$ cat config.mk
export PLATFORM = sky130hd
export DESIGN_NAME = moving_sum_win
export DESIGN_NICKNAME = d
export VERILOG_FILES = /design/src/rtl/moving_sum_win.sv
export SDC_FILE = /design/constraint.sdc
export NUM_CORES = 1
export LEC_CHECK = 0
export CORE_ASPECT_RATIO = 0.9
export CORE_MARGIN = 10
export CORE_UTILIZATION = 40
export DETAILED_ROUTE_END_ITERATION = 16
export HOLD_SLACK_MARGIN = 0.1
export SLEW_MARGIN = 20
export SYNTH_ARGS = -nofsm -noshare
export SYNTH_HDL_FRONTEND = slang
export SYNTH_SLANG_ARGS = --single-unit
$ cat constraint.sdc
create_clock -name clk -period 4.22 [get_ports clk]
set_input_delay 0.422 -clock clk [delete_from_list [all_inputs] [get_ports clk]]
set_output_delay 0.422 -clock clk [all_outputs]
set_load 0.01 [all_outputs]
$ cat src/rtl/moving_sum_win.sv
// Sliding-window sum and mean over the last LEN accepted samples.
// Define MOVING_SUM_ROUND_EN to round avg to nearest instead of floor.
module moving_sum_win #(
  parameter  int DW  = 8,
  parameter  int LEN = 32,
  localparam int SW  = DW + $clog2(LEN)
) (
  input  logic          clk,
  input  logic          rst,
  input  logic          en,
  input  logic          clr,
  input  logic [DW-1:0] din,
  output logic [SW-1:0] sum,
  output logic [DW-1:0] avg,
  output logic          full,
  output logic          upd
);

  localparam int AW = $clog2(LEN);

  generate
    if (LEN < 2 || (LEN & (LEN - 1)) != 0) begin : g_bad_len
      $error("moving_sum_win: LEN must be a power of two >= 2");
    end
  endgenerate

  typedef enum logic {FILL, RUN} state_t;

  state_t          state_q, state_d;
  logic [AW:0]     cnt_q, cnt_d;
  logic [AW-1:0]   wp_q;
  logic [SW-1:0]   sum_q, sum_d;
  logic            upd_q;
  logic [DW-1:0]   mem [LEN];
  logic [DW-1:0]   out;
  logic            acc;

  assign acc = en & ~clr & ~rst;

  // Stale buffer words are masked until the window has really filled.
  assign out = (state_q == RUN) ? mem[wp_q] : '0;

  assign sum_d = SW'({1'b0, sum_q}
               + (SW+1)'(din)
               - (SW+1)'(out));

  always_comb begin
    state_d = state_q;
    cnt_d   = cnt_q;
    unique case (state_q)
      FILL: begin
        if (acc) begin
          cnt_d = cnt_q + 1'b1;
          if (cnt_d == (AW+1)'(LEN))
            state_d = RUN;
        end
      end
      RUN: state_d = RUN;
      default: state_d = FILL;
    endcase
  end

  always_ff @(posedge clk) begin
    if (rst || clr) begin
      state_q <= FILL;
      cnt_q   <= '0;
      wp_q    <= '0;
      sum_q   <= '0;
      upd_q   <= 1'b0;
    end else begin
      state_q <= state_d;
      cnt_q   <= cnt_d;
      upd_q   <= en;
      if (en) begin
        wp_q  <= wp_q + 1'b1;
        sum_q <= sum_d;
      end
    end
  end

  // Read of mem[wp_q] above sees the old word; the write lands at the edge.
  always_ff @(posedge clk) begin
    if (acc)
      mem[wp_q] <= din;
  end

`ifdef MOVING_SUM_ROUND_EN
  logic [SW:0] rnd;
  logic [SW:0] rq;

  assign rnd = {1'b0, sum_q} + (SW+1)'(LEN / 2);
  assign rq  = rnd >> AW;

  always_comb begin
    avg = DW'(rq);
    if (rq > (SW+1)'({DW{1'b1}}))
      avg = '1;
  end
`else
  assign avg = sum_q[SW-1:AW];
`endif

  assign sum  = sum_q;
  assign full = (state_q == RUN);
  assign upd  = upd_q;

endmodule

==> out/results.tsv, run 1 <==
metric	value	unit
viasPerCell	5.29	
grt_pass1_vias	6426	
drc	0	
worstMarginPinSlew	956	ps
postCtsHoldBufs	0	
path_clk_slew	60	ps
final_cell_mix	edfxtp_1, nor2_1, mux4_2	
place_ws	-25.7	ps
dieArea	0.0375	sq mm
ys_ff_latch	287	
seqPwrFrac	50.6	%
tns	0	ps
relSlewSlack	36.0	%
dpl_cell_area	0.0130	sq mm
grt_pass1_wl	40100	microns
synth_cells	671	
clock_sinks	287	
dp_hpwl	17800	microns
diodes	0	
intPower	4.87	mW
drv_cap	0	
critPathKind	register to register	
critical_path.slowest_cell	mux4_1	
clockPowerShare	42.0	%
dieWidth	203	microns
period_minus_slack	4080	ps
power.density	439	mW/mm^2
grt_max_degree	33	
row_count	60	
start_kind	register	
hold_viol	0	
cts_buffers	30	
fin_skew	33.7	ps
vias	6157	
core-area	0.0298	sq mm
min_period_over_period	96.7	%
crit_fanout	6	
p_comb_share	7.5	%
clockBufferDepth	3	
synth-async-reset-ratio	0	%
outcome	completed	
cp_data_required_time	4660	ps
drive_gt1_share	20.9	%
setup_slack	139	ps
ios	35	
peakVddDrop	0.329	mV
synth_ff_type	edfxtp_1	
p_leak	4.56	nW
synth_cell_types	46	
cts_tree	yes	
cp_cell_sequence	buf_4, buf_4, mux4_1, mux4_2, a22o_1, fa_1, inv_1, ha_1, a2111oi_2, o21ai_1, a41oi_1, xnor2_1, a22o_1	
fillerInstances	2486	
synth_nets	710	
routed_wl	26300	microns
synth-warning-count	0	
synth_area_per_cell	18.0	sq um
p_switching	1.30	mW
htree_levels	1	
antenna_found_initial	0	
ys_seq_area_share	68.9	%
fin_nets	778	
drtPass1Iterations	4	
grtUsageTotal	14.1	%
root_buffer	clkbuf_16	
start_util	40.4	%
setup_viol	0	
grt_overflow	0	
drtIter0Drc	610	
area_delta_synth_final	16.8	%
drtAntennaViolNets	0	
io_buffers	34	
routedWlPerCell	22.6	microns
switching_share	21.1	%
die_h	185	microns
slew_violations	0	
cp.arrival	4520	ps
worstSetupEndpointType	register	
clock_latency	580	ps
fin_area	0.0141	sq mm
final_common_cell	edfxtp_1	
min_path_type	register to register	
cp_slowest_stage_delay	610	ps
fmax	245	MHz
gp_congestion	0.772	
netlist_area	0.0121	sq mm
synth_edf_count	256	
-- per-layer routing --
| metal | track usage, % | up-vias | part of all wire (%) |
|---|---|---|---|
| met5 | 0 | - | 0 |
| met3 | 3.25 | 40 | 6.6 |
| met1 | 20.0 | 3187 | 46 |
| met2 | 21.7 | 171 | 46 |
| li1 | - | 2759 | - |
| met4 | 2.74 | 0 | 1.7 |
-- area by class of cell --
cell class,count,area (sq um),area share (%)
flip-flops and latches,287,8310,59.1
repair buffers,79,716,5.08
multi-input cells,306,3440,24.4
inverters,35,131,0.933
clock buffers,39,785,5.57
clock inverters,14,189,1.34
well taps,403,504,3.58
-- path summary, 6_finish.rpt --
| path | startpoint | endpoint | slack [ps] | cells past startpoint |
|---|---|---|---|---|
| max reg2reg | register | sum[11] | 140 | 13 |
| min | sum[2] | sum[2] | 520 | 2 |
| max | register | sum[11] | 140 | 13 |
| min reg2reg | sum[2] | sum[2] | 520 | 2 |
-- Yosys cell counts (4+ instances only) --
| cell | number | area share, % |
|---|---|---|
| a211oi_1 | 12 | 0.75 |
| a21o_1 | 6 | 0.37 |
| a21oi_1 | 12 | 0.50 |
| a22o_1 | 10 | 0.73 |
| buf_1 | 6 | 0.19 |
| buf_2 | 6 | 0.25 |
| buf_4 | 9 | 0.56 |
| clkbuf_1 | 17 | 0.53 |
| dfxtp_1 | 31 | 5.1 |
| edfxtp_1 | 256 | 64 |
| fa_1 | 8 | 1.3 |
| ha_1 | 19 | 2.0 |
| inv_1 | 35 | 1.1 |
| mux2i_1 | 16 | 1.3 |
| mux4_1 | 16 | 3.5 |
| mux4_2 | 56 | 10 |
| nand2_1 | 13 | 0.40 |
| nand3_1 | 5 | 0.21 |
| nand4_1 | 4 | 0.21 |
| nor2_1 | 58 | 1.8 |
| nor2b_1 | 10 | 0.52 |
| o21ai_0 | 6 | 0.25 |
| xnor2_1 | 10 | 0.73 |
| xor2_1 | 12 | 0.87 |
-- worst max-delay path, delay by kind of cell, from the launching register on --
family,cells,cell delay [ps]
AOI/OAI and AO/OA,5,1240
muxes,2,1110
adders and majority gates,2,710
buffers and inverters,3,410
DFF,1,380
xor gates and xnor gates,1,90
-- state kept, by name (all words and copies together), names as in the netlist, named ones only --
| signal | flops |
|---|---|
| cnt_q | 6 |
| full | 1 |
| mem | 256 |
| sum | 13 |
| upd | 1 |
| wp_q | 5 |
-- metrics by stage --
stage	utilization, %	hold slack (ps)	power [mW]	instances
floorplan	-	504	3.45	671
global placement	43.6	509	3.61	1103
detailed placement	43.6	521	3.62	1103
CTS	46.8	529	6.20	1156
global route	47.2	568	6.40	1163
finish	47.2	524	6.17	1163
-- cell families after synthesis --
family	synth area share (%)
AND/OR/NAND/NOR	4.12
flip-flops	68.9
XOR/XNOR	1.60
AO/OA/AOI/OAI	3.63
adder cells (fa/ha/maj)	3.30
buffers and inverters	3.15
multiplexers	15.3
-- power groups by stage --
stage	registers (mW)	clock network, mW	logic (mW)
after global routing	3.12	2.77	0.507
after global placement	3.18	0	0.430
after CTS	3.12	2.64	0.439
after floorplan	3.18	0	0.267
final	3.12	2.59	0.461
after detailed placement	3.18	0	0.436
-- timing repair --
| item | 4_1_cts | 5_1_grt |
|---|---|---|
| gates resized for setup | 2 | 15 |
| setup endpoints to repair | 4 | 8 |
| buffers inserted | 0 | 7 |
| pin swaps | 0 | 6 |
| hold endpoints to repair | 0 | 0 |
(Power assumes the default switching activity.)
==> run 2, diff against run 1 <==
--- a/config.mk
+++ b/config.mk
@@ -7,9 +7,10 @@
 export LEC_CHECK = 0
 export CORE_ASPECT_RATIO = 0.9
 export CORE_MARGIN = 10
-export CORE_UTILIZATION = 40
+export CORE_UTILIZATION = 60
 export DETAILED_ROUTE_END_ITERATION = 16
 export HOLD_SLACK_MARGIN = 0.1
+export PLACE_DENSITY = 0.78
 export SLEW_MARGIN = 20
 export SYNTH_ARGS = -nofsm -noshare
 export SYNTH_HDL_FRONTEND = slang
==> run 2 against run 1 <==
Final area down 3.3%. Sequential power about the same. Combinational power decreased by 7.6%. Clock power down 8%. Worst hold slack improved by 15 ps. Wire length fell by 6.2%. Critical endpoint is now sum[9].
==> out/results.tsv, run 2 (synthesis results as in run 1) <==
metric	value	unit
start_util	60.7	%
row_count	49	
routed_wl	24700	microns
drtAntennaViolNets	0	
viasPerCell	6.14	
vias	6076	
diodes	0	
clock_latency	550	ps
grt_pass1_vias	6223	
critPathKind	register to register	
area_delta_synth_final	12.9	%
antenna_found_initial	0	
grt_pass1_wl	37600	microns
grt_overflow	0	
io_buffers	34	
fin_nets	752	
power.density	436	mW/mm^2
path_clk_slew	70	ps
cp.arrival	4480	ps
core-area	0.0199	sq mm
drtIter0Drc	563	
final_cells	990	
worstSetupEndpointType	register	
drtPass1Iterations	5	
cts_buffers	28	
drc	0	
dieArea	0.0262	sq mm
tns	0	ps
cp_data_required_time	4660	ps
fin_skew	18.4	ps
fmax	248	MHz
cp_slowest_stage_delay	640	ps
outcome	completed	
postCtsHoldBufs	0	
cts_tree	yes	
die_h	154	microns
relSlewSlack	38.6	%
rsz0062_at_grt	no	
drive_gt1_share	17.3	%
dp.cells	937	
peakVddDrop	0.345	mV
cp_common_cell	a22o_1	
final_cell_mix	edfxtp_1, nor2_1, mux4_2	
dp_hpwl	16200	microns
regMostFlops	mem	
clockBufferDepth	3	
root_buffer	clkbuf_16	
ios	35	
gp_congestion	0.886	
period_minus_slack	4040	ps
start_kind	register	
p_leak	4.39	nW
min_path_type	register to register	
min_period_over_period	95.7	%
clock_sinks	287	
htree_levels	1	
slew_violations	0	
drv_cap	0	
hold_viol	0	
crit_fanout	7	
grtUsageTotal	18.7	%
grt_max_degree	37	
setup_viol	0	
cp_cell_sequence	buf_4, mux4_1, mux4_2, a22o_1, fa_1, inv_1, ha_1, a2111oi_1, o21ai_1, a41oi_1, xnor2_1, a22o_1	
critical_path.slowest_cell	mux4_1	
largest_register_ffs	256	
postCtsSetupBuffers	0	
dieWidth	169	microns
fillerInstances	1275	
worstMarginPinSlew	917	ps
routedWlPerCell	24.9	microns
final_common_cell	edfxtp_1	
[run 2: critical path: cells and delay by family, from the launching register on]
family                     cells  cell delay [ps]
xor gates and xnor gates       1               90
AOI/OAI and AO/OA              5             1300
buffers and inverters          2              270
muxes                          2             1150
adders and majority gates      2              700
DFF                            1              440
[run 2: through the flow]
stage	area, sq um	worst slack (ps)	hold WS [ps]	power [mW]	utilization [%]
2_1_floorplan	12100	379	504	3.45	-
3_3_place_gp	12700	241	517	3.59	63.9
3_5_place_dp	12700	204	526	3.60	63.9
4_1_cts	13600	93.2	542	5.96	68.3
5_1_grt	13600	4.80	560	6.13	68.5
6_report	13600	183	539	5.94	68.5
[run 2: layer usage]
| metal | routed length [microns] | GRT usage, % | part of all wire, % | up-vias |
|---|---|---|---|---|
| met5 | 0 | 0 | 0 | - |
| met4 | 713 | 6.69 | 2.9 | 0 |
| met3 | 2010 | 4.26 | 8.1 | 36 |
| met2 | 11600 | 28.5 | 47 | 221 |
| met1 | 10300 | 26.3 | 42 | 3100 |
| li1 | - | - | - | 2719 |
[run 2: area by class of cell]
| class | count | area, sq um | share of cell area, % |
|---|---|---|---|
| Timing Repair Buffer | 55 | 578 | 4.25 |
| Clock inverter | 17 | 164 | 1.20 |
| Sequential cell | 287 | 8320 | 61.1 |
| Multi-Input combinational cell | 306 | 3370 | 24.8 |
| Inverter | 35 | 131 | 0.966 |
| Clock buffer | 35 | 727 | 5.34 |
| Tap cell | 255 | 319 | 2.35 |
[run 2: repair_timing]
| item | in CTS | in global routing |
|---|---|---|
| hold endpoints to repair | 0 | 0 |
| gates resized for setup | 0 | 5 |
| endpoints found under the setup margin | 0 | 5 |
[run 2: path summary, 6_finish.rpt]
path                            endpoint  cells after the start  startpoint  slack [ps]
worst max-delay path              sum[9]                     12    register         180
worst min-delay path              sum[2]                      2      sum[2]         540
worst max register to register    sum[9]                     12    register         180
worst min register to register    sum[2]                      2      sum[2]         540
[run 2: power breakdown]
part	switching [mW]	internal (mW)
clock	1.04	1.35
sequential	0.0163	3.10
combinational	0.229	0.197
